**config.mk**
```make
export PLATFORM = sky130hd
export DESIGN_NAME = reg1_trace_fifo
export DESIGN_NICKNAME = d
export VERILOG_FILES = /design/src/rtl/reg1_trace_fifo_pkg.sv /design/src/rtl/reg1_trace_fifo_sync_fifo.sv /design/src/rtl/reg1_trace_fifo.sv
export SDC_FILE = /design/constraint.sdc
export NUM_CORES = 1
export LEC_CHECK = 0
export CAP_MARGIN = 20
export CORE_ASPECT_RATIO = 0.7
export CORE_MARGIN = 2
export CORE_UTILIZATION = 35
export CTS_BUF_LIST = sky130_fd_sc_hd__clkbuf_8
export DETAILED_ROUTE_END_ITERATION = 7
export HOLD_SLACK_MARGIN = 0.08
export PLACE_DENSITY_LB_ADDON = 0.05
export SYNTH_ARGS = -nofsm -noshare
export SYNTH_HDL_FRONTEND = slang
export SYNTH_SLANG_ARGS = --single-unit
```
**constraint.sdc**
```tcl
create_clock -name clk -period 6.8 [get_ports clk]
set_clock_uncertainty 0.2 [all_clocks]
set_input_delay 1.36 -clock clk [delete_from_list [all_inputs] [get_ports clk]]
set_output_delay 1.36 -clock clk [all_outputs]
set_load 0.02 [all_outputs]
```
**src/rtl/reg1_trace_fifo_pkg.sv**
```systemverilog
// trace_pkg: shared constants, log2 helper and change-detector state for the Reg1 trace FIFO.
package trace_pkg;
    localparam int DATA_W_DEF = 32;
    localparam int DEPTH_DEF  = 16;
    localparam int CNT_W_DEF  = 16;

    function automatic int clog2(input int v);
        int r;
        r = 0;
        while ((1 << r) < v) r++;
        return r;
    endfunction

    typedef enum logic {UNPRIMED = 1'b0, PRIMED = 1'b1} det_state_e;
endpackage

```
**src/rtl/reg1_trace_fifo_sync_fifo.sv**
```systemverilog
// trace_sync_fifo: first-word fall-through FIFO with flush; a push into a full FIFO is
// accepted only when a pop frees the head slot in the same cycle.
module trace_sync_fifo
    import trace_pkg::*;
#(
    parameter int DATA_W = DATA_W_DEF,
    parameter int DEPTH  = DEPTH_DEF,
    parameter int ADDR_W = clog2(DEPTH)
) (
    input  logic              clk,
    input  logic              reset,
    input  logic              push,
    input  logic              pop,
    input  logic              flush,
    input  logic [DATA_W-1:0] wdata,
    output logic [DATA_W-1:0] rdata,
    output logic              full,
    output logic              empty,
    output logic [ADDR_W:0]   level
);
    logic [DATA_W-1:0] mem_q [DEPTH];
    logic [ADDR_W-1:0] wr_ptr_q, wr_ptr_d, rd_ptr_q, rd_ptr_d;
    logic [ADDR_W:0]   level_q, level_d;
    logic              wr_en, rd_en;

    assign full  = level_q == (ADDR_W+1)'(DEPTH);
    assign empty = level_q == '0;
    assign level = level_q;
    assign rdata = mem_q[rd_ptr_q];

    always_comb begin
        rd_en    = pop & ~empty;
        wr_en    = push & (~full | rd_en);
        wr_ptr_d = flush ? '0 : wr_ptr_q + ADDR_W'(wr_en);
        rd_ptr_d = flush ? '0 : rd_ptr_q + ADDR_W'(rd_en);
        level_d  = flush ? '0 : level_q + (ADDR_W+1)'(wr_en) - (ADDR_W+1)'(rd_en);
    end

    always_ff @(posedge clk or posedge reset) begin
        if (reset) begin
            wr_ptr_q <= '0;
            rd_ptr_q <= '0;
            level_q  <= '0;
        end else begin
            wr_ptr_q <= wr_ptr_d;
            rd_ptr_q <= rd_ptr_d;
            level_q  <= level_d;
        end
    end

    // Storage carries no reset; contents are only observable once level is non-zero.
    always_ff @(posedge clk) begin
        if (wr_en && !flush) mem_q[wr_ptr_q] <= wdata;
    end
endmodule

```
**src/rtl/reg1_trace_fifo.sv**
```systemverilog
// reg1_trace_fifo: captures each distinct new Reg1_out value into a FWFT FIFO,
// with sticky overflow and saturating capture/drop counters.
module reg1_trace_fifo
    import trace_pkg::*;
#(
    parameter int DATA_W = DATA_W_DEF,
    parameter int DEPTH  = DEPTH_DEF,
    parameter int ADDR_W = clog2(DEPTH),
    parameter int CNT_W  = CNT_W_DEF
) (
    input  logic              clk,
    input  logic              reset,
    input  logic              en,
    input  logic [DATA_W-1:0] reg_in,
    input  logic              flush,
    output logic [DATA_W-1:0] out_data,
    output logic              out_valid,
    input  logic              out_ready,
    output logic [ADDR_W:0]   level,
    output logic              overflow,
    output logic [CNT_W-1:0]  capture_cnt,
    output logic [CNT_W-1:0]  drop_cnt
);
    det_state_e        state_q, state_d;
    logic [DATA_W-1:0] prev_q, prev_d;
    logic              overflow_q, overflow_d;
    logic [CNT_W-1:0]  cap_q, cap_d, drop_q, drop_d;
    logic              capture, pop, drop, accept, full, empty;

    trace_sync_fifo #(.DATA_W(DATA_W), .DEPTH(DEPTH), .ADDR_W(ADDR_W)) u_fifo (
        .clk   (clk),
        .reset (reset),
        .push  (capture),
        .pop   (out_ready),
        .flush (flush),
        .wdata (reg_in),
        .rdata (out_data),
        .full  (full),
        .empty (empty),
        .level (level)
    );

    assign out_valid   = ~empty;
    assign overflow    = overflow_q;
    assign capture_cnt = cap_q;
    assign drop_cnt    = drop_q;

    // prev follows every capture, even one lost to a drop or a flush.
    always_comb begin
        capture    = en & ((state_q == UNPRIMED) | (reg_in != prev_q));
        pop        = out_valid & out_ready;
        drop       = capture & full & ~pop & ~flush;
        accept     = capture & ~drop & ~flush;
        state_d    = en ? PRIMED : state_q;
        prev_d     = capture ? reg_in : prev_q;
        overflow_d = ~flush & (overflow_q | drop);
        cap_d      = (accept && cap_q != '1) ? cap_q + CNT_W'(1) : cap_q;
        drop_d     = (drop && drop_q != '1) ? drop_q + CNT_W'(1) : drop_q;
    end

    always_ff @(posedge clk or posedge reset) begin
        if (reset) begin
            state_q    <= UNPRIMED;
            prev_q     <= '0;
            overflow_q <= 1'b0;
            cap_q      <= '0;
            drop_q     <= '0;
        end else begin
            state_q    <= state_d;
            prev_q     <= prev_d;
            overflow_q <= overflow_d;
            cap_q      <= cap_d;
            drop_q     <= drop_d;
        end
    end
endmodule

```
## After elaboration in Yosys (flattened, before gate mapping)

Memories as Yosys holds them, arrays and structs flattened.
Cells that the tools add are included.

| word-level totals | value |
|---|---|
| register bits | 79 |
| RAM bits | 512 |
| input bits | 37 |
| output and inout port bits | 71 |
| logic and storage cells | 47 |
| memories kept | 1 |

Memory list:

| name | words | width | rd ports | clocked after memory_dff | wr ports | line | text |
|---|---|---|---|---|---|---|---|
| u_fifo.mem_q | 16 | 32 | 1 | 0 | 1 | reg1_trace_fifo_sync_fifo.sv:21 | `logic [DATA_W-1:0] mem_q [DEPTH];` |

| operators by class | value |
|---|---|
| add/subtract/negate cells | 6 |
| equality and inequality tests | 4 |
| multiplexer cells | 5 |
| bitwise operators | 18 |
| reduce and logical (&&, ||, !) cells | 5 |

Operators by type and width:

| kind | count |
|---|---|
| 16-bit by 1-bit adder with 16-bit output (second input constant) | 2 |
| 16-bit inequality test (second input constant) | 2 |
| 32-bit inequality test | 1 |
| 1-bit bitwise AND | 9 |
| 4-bit by 1-bit adder with 4-bit output | 2 |
| 4-bit 2-to-1 mux | 2 |
| 1-bit NOT | 6 |
| 5-bit by 1-bit adder with 5-bit output | 1 |
| 5-bit == test (second input constant) | 1 |
| 5-bit logical NOT | 1 |
| 5-bit 2-to-1 mux | 1 |
| 5-bit by 1-bit subtractor with 5-bit output | 1 |
| 1-bit logical AND | 3 |
| 1-bit OR | 3 |
| 1-bit 2-to-1 mux | 2 |
| 1-bit logical NOT | 1 |

## Logic depth before layout (Yosys ltp)

| depth | value |
|---|---|
| depth after elaboration | 10 |
| depth in mapped cells | 14 |
| gate-level depth less buffers | 13 |

## Modules after synthesis

Synthesis repeated with hierarchy kept, for this count alone.

| second synthesis, totals | value |
|---|---|
| cell total of the unflattened synthesis | 1152 |
| area, all modules | 23224.8 µm² |

Modules (own cells, without submodules):

| module | instances | cells each | area an instance (µm²) | seq. area each (µm²) |
|---|---|---|---|---|
| trace_sync_fifo | 1 | 875 | 19929.1 | 15700.1 |
| reg1_trace_fifo | 1 | 277 | 3295.7 | 1651.6 |

## Worst setup path after synthesis

OpenSTA, ideal clock, no wires.

| timing | value |
|---|---|
| path kind | input port to flip-flop |
| from | input reg_in[25] |
| to | memory u_fifo.mem_q[0][0] in the netlist's numbering, enable pin |
| library setup time | 501 ps |
| data arrival time | 5419 ps |
| data required time | 6099 ps |
| path slack | 679 ps |
| stages | 7 |
| path buffers | 1 |
| path through | xor2_1 > nor4_1 > and3_1 > a31oi_4 > nand2b_1 > buf_4 > nor4_1 |

| between the ends | value |
|---|---|
| cells in the longest elaborated chain, start to end | 7 |

Ends and longest elaborated chain:

| what | line | text |
|---|---|---|
| start, declared | reg1_trace_fifo.sv:14 | `input logic [DATA_W-1:0] reg_in,` |
| 32-bit inequality test | reg1_trace_fifo.sv:50 | `capture = en & ((state_q == UNPRIMED) \| (reg_in != prev_q));` |
| 1-bit OR | reg1_trace_fifo.sv:50 |  |
| 1-bit bitwise AND | reg1_trace_fifo.sv:50 |  |
| 1-bit bitwise AND | reg1_trace_fifo_sync_fifo.sv:33 | `wr_en = push & (~full \| rd_en);` |
| 1-bit logical AND | reg1_trace_fifo_sync_fifo.sv:53 | `if (wr_en && !flush) mem_q[wr_ptr_q] <= wdata;` |
| 1-bit 2-to-1 mux | reg1_trace_fifo_sync_fifo.sv:53 |  |
| 1-bit 2-to-1 mux (not written as such) | reg1_trace_fifo_sync_fifo.sv:53 |  |
| end, declared | reg1_trace_fifo_sync_fifo.sv:21 |  |

Every way passes these cells.

## Worst setup path after layout

| timing | value |
|---|---|
| from | register u_fifo.rd_ptr_q[0] |
| to | output out_data[11] |

| between the ends | value |
|---|---|
| cells in the longest elaborated chain, start to end | 1 |

Ends and longest elaborated chain:

| what | line | text |
|---|---|---|
| start, declared | reg1_trace_fifo_sync_fifo.sv:22 | `logic [ADDR_W-1:0] wr_ptr_q, wr_ptr_d, rd_ptr_q, rd_ptr_d;` |
| start signal, assigned | reg1_trace_fifo_sync_fifo.sv:46 | `rd_ptr_q <= rd_ptr_d;` |
| memory read 16 x 32 bit | - |  |
| end, declared | reg1_trace_fifo.sv:16 | `output logic [DATA_W-1:0] out_data,` |

Every way passes these cells.

==> results_dict.tcl <==
set metrics [dict create \
    slew_viol_final 0 \
    grt_pass1_wl_um 87230 \
    drive_gt1_share_pct 29.67 \
    routedWlPerCell_um 26.45 \
    grt_util_all_layers_pct 17.77 \
    worst-setup-path-type "reg -> out" \
    cts_tree "yes" \
    maxCapViolations 0 \
    cp_cell_sequence "buf_4 -> mux4_2 -> mux4_2 -> clkdlybuf4s50_1" \
    cts_made_buffers 94 \
    dp_worst_setup_slack_ps 1464 \
    ys_seq_elements 591 \
    wirelength_um 59150 \
    ys.flop_type "edfxtp_1" \
    ys_seq_area_share_pct 74.60 \
    num_rows 79 \
    dpl.hpwl_um 32400 \
    drc_errors 0 \
    firstDrtPassIters 5 \
    worst_pin_slew_ps 1053 \
    syn-mean-instance-area_um2 22.00 \
    cts_hold_buffers 0 \
    num_vias 11140 \
    hold_viol 0 \
    postRouteAntennaNets 0 \
    cts_resized 0 \
    crit_fanout 28 \
    ys_warn_count 0 \
    cts.sinks 591 \
    syn_nets 1107 \
    grt_antenna_before_repair 0 \
    post_cts_buffers 0 \
    hold_class "reg -> reg" \
    worst_path_most_repeated_cell "mux4_2" \
    setup_tns_ps 0 \
    viasPerCell 4.982 \
    synth_top_area_share_pct 66.10 \
    cts_root_buf "clkbuf_8" \
    fin_ws_ps 1455 \
    core_um2 66130 \
    layout.nets 1316 \
    slowest_stage "dfrtp_4" \
    cpPeakStageDelay_ps 850 \
    cp_num_buf_inv 2 \
    arrival_ps 3780 \
    die-area_um2 68560 \
    insertion_delay_ps 690 \
    synth_area_leader_cell "edfxtp_1" \
    endpoint_kind "output port" \
    min_period_ps 5345 \
    first_iter_violations 673 \
    syn_area_um2 23260 \
    clkTransAtPathRegs_ps 60 \
    setup_violations 0 \
    die_h_um 219.7 \
    area_delta_synth_final_pct 18.33 \
    first_global_vias 12000 \
    grt_overflow 0 \
    cts.path.max_buffers 3 \
    fmax_mhz 187.1 \
    diodes 0 \
    start_util_pct 35.17 \
    synth_cell_types 43 \
    postLayoutCoreUtil_pct 41.62 \
    grt_max_degree 48 \
    finalCritPeriodShare_pct 78.60 \
    crit_required_ps 5240 \
    path_delay_family "buffers and inverters" \
    synth_common_cells "edfxtp_1, mux4_2, dfrtp_1" \
    synth.top_cells.by_area "edfxtp_1, mux4_2, dfrtp_1, xnor2_1, mux2_4" \
    place.gp.congestion 0.7164 \
    htreeDepth 3 \
    startpoint_type "flop" \
    status "finished, final reports clean" \
    io_buffers 107 \
    p_total_w 0.008758 \
    yosysMostFrequentCell "edfxtp_1" \
    rsz0062_at_grt "no" \
    relSlewSlack_pct 29.78 \
    ir_worst_vdd_mv 0.1927 \
    io_pins 108 \
    synth_enable_flop_cells 512 \
    async_flop_share_pct 13.37 \
    p_leak_nw 8.883 \
    die_x_um 312.1 \
    power_density_nw_per_um2 318.2 \
    synthCells 1057 \
]
-- routing by layer --
metal	vias to the layer above	routed length [um]	track usage (%)
li1	4795	-	-
met5	-	0	0
met1	6058	28880	26.25
met2	199	27290	27.20
met3	88	1876	3.341
met4	0	1094	4.439
-- through the flow --
stage | hold WS, ps | cells | instance area (um2)
global route | 279.4 | 2236 | 27520
detailed placement | 247.4 | 2060 | 25750
global placement | 243.7 | 2060 | 25750
finish | 262.3 | 2236 | 27520
floorplan | 230.2 | 1057 | 23260
CTS | 262.6 | 2235 | 27490
-- area by class of cell --
cell class	count	area [um2]
Clock buffer	100	1376
Inverter	9	35.03
Tap cell	891	1115
Clock inverter	75	369.1
Fill cell	5827	38610
Multi-Input combinational cell	409	5728
Timing Repair Buffer	161	1534
Sequential cell	591	17360
-- worst reg2reg max path: cells and delay by family, from the launching register on --
family / cells / cell delay [ps]
AO/OA/AOI/OAI: 2 / 300
adder cells (fa/ha/maj): 4 / 1070
buffers and inverters: 2 / 130
flip-flops: 1 / 410
AND/OR/NAND/NOR: 5 / 1310
-- cells in the final DEF, fill, tap and decap left out, drive strengths merged, types with 12 or more instances in the layout --
| cell type | netlist | routed |
|---|---|---|
| clkdlybuf4s50 | 0 | 107 |
| dfrtp | 79 | 79 |
| buf | 27 | 54 |
| nand3 | 20 | 20 |
| ha | 12 | 12 |
| nand4 | 19 | 19 |
| mux4 | 160 | 160 |
| nand2 | 14 | 14 |
| inv | 9 | 38 |
| clkbuf | 21 | 100 |
| nor2 | 17 | 17 |
| mux2 | 34 | 34 |
| edfxtp | 512 | 512 |
| clkinv | 0 | 38 |
| xnor2 | 60 | 60 |
| nor3 | 13 | 13 |
-- final timing paths --
path                            cells past startpoint          startpoint            endpoint  slack [ps]
worst max-delay path                                4  u_fifo.rd_ptr_q[0]        out_data[11]        1460
worst min-delay path                                1             state_q             state_q         260
worst max register to register                     13     u_fifo.level[3]     u_fifo.level[4]        3300
worst min register to register                      1             state_q             state_q         260
max in group asynchronous                           3               reset  u_fifo.rd_ptr_q[0]        4850
min in group asynchronous                           2               reset        drop_cnt[12]         710
-- cell families after synthesis --
group,Yosys count,share of synthesized area (%)
compound gates,11,0.4895
xor+xnor,69,2.598
fa+ha+maj,13,0.7316
buf+inv,57,1.135
flops,591,74.60
mux,194,17.46
simple gates,122,2.980
-- flip-flops by register name (all words and copies together), names as in the netlist --
signal and count:
state_q 1, u_fifo.mem_q 512, overflow 1, u_fifo.wr_ptr_q 4, capture_cnt 16, prev_q 32
u_fifo.level 5, drop_cnt 16, u_fifo.rd_ptr_q 4
-- report_power, final --
group          switching [W]  internal (W)
logic               0.000782      0.000918
registers           0.000158       0.00404
clock network        0.00142       0.00144
Power figures use the tool's default switching activity.
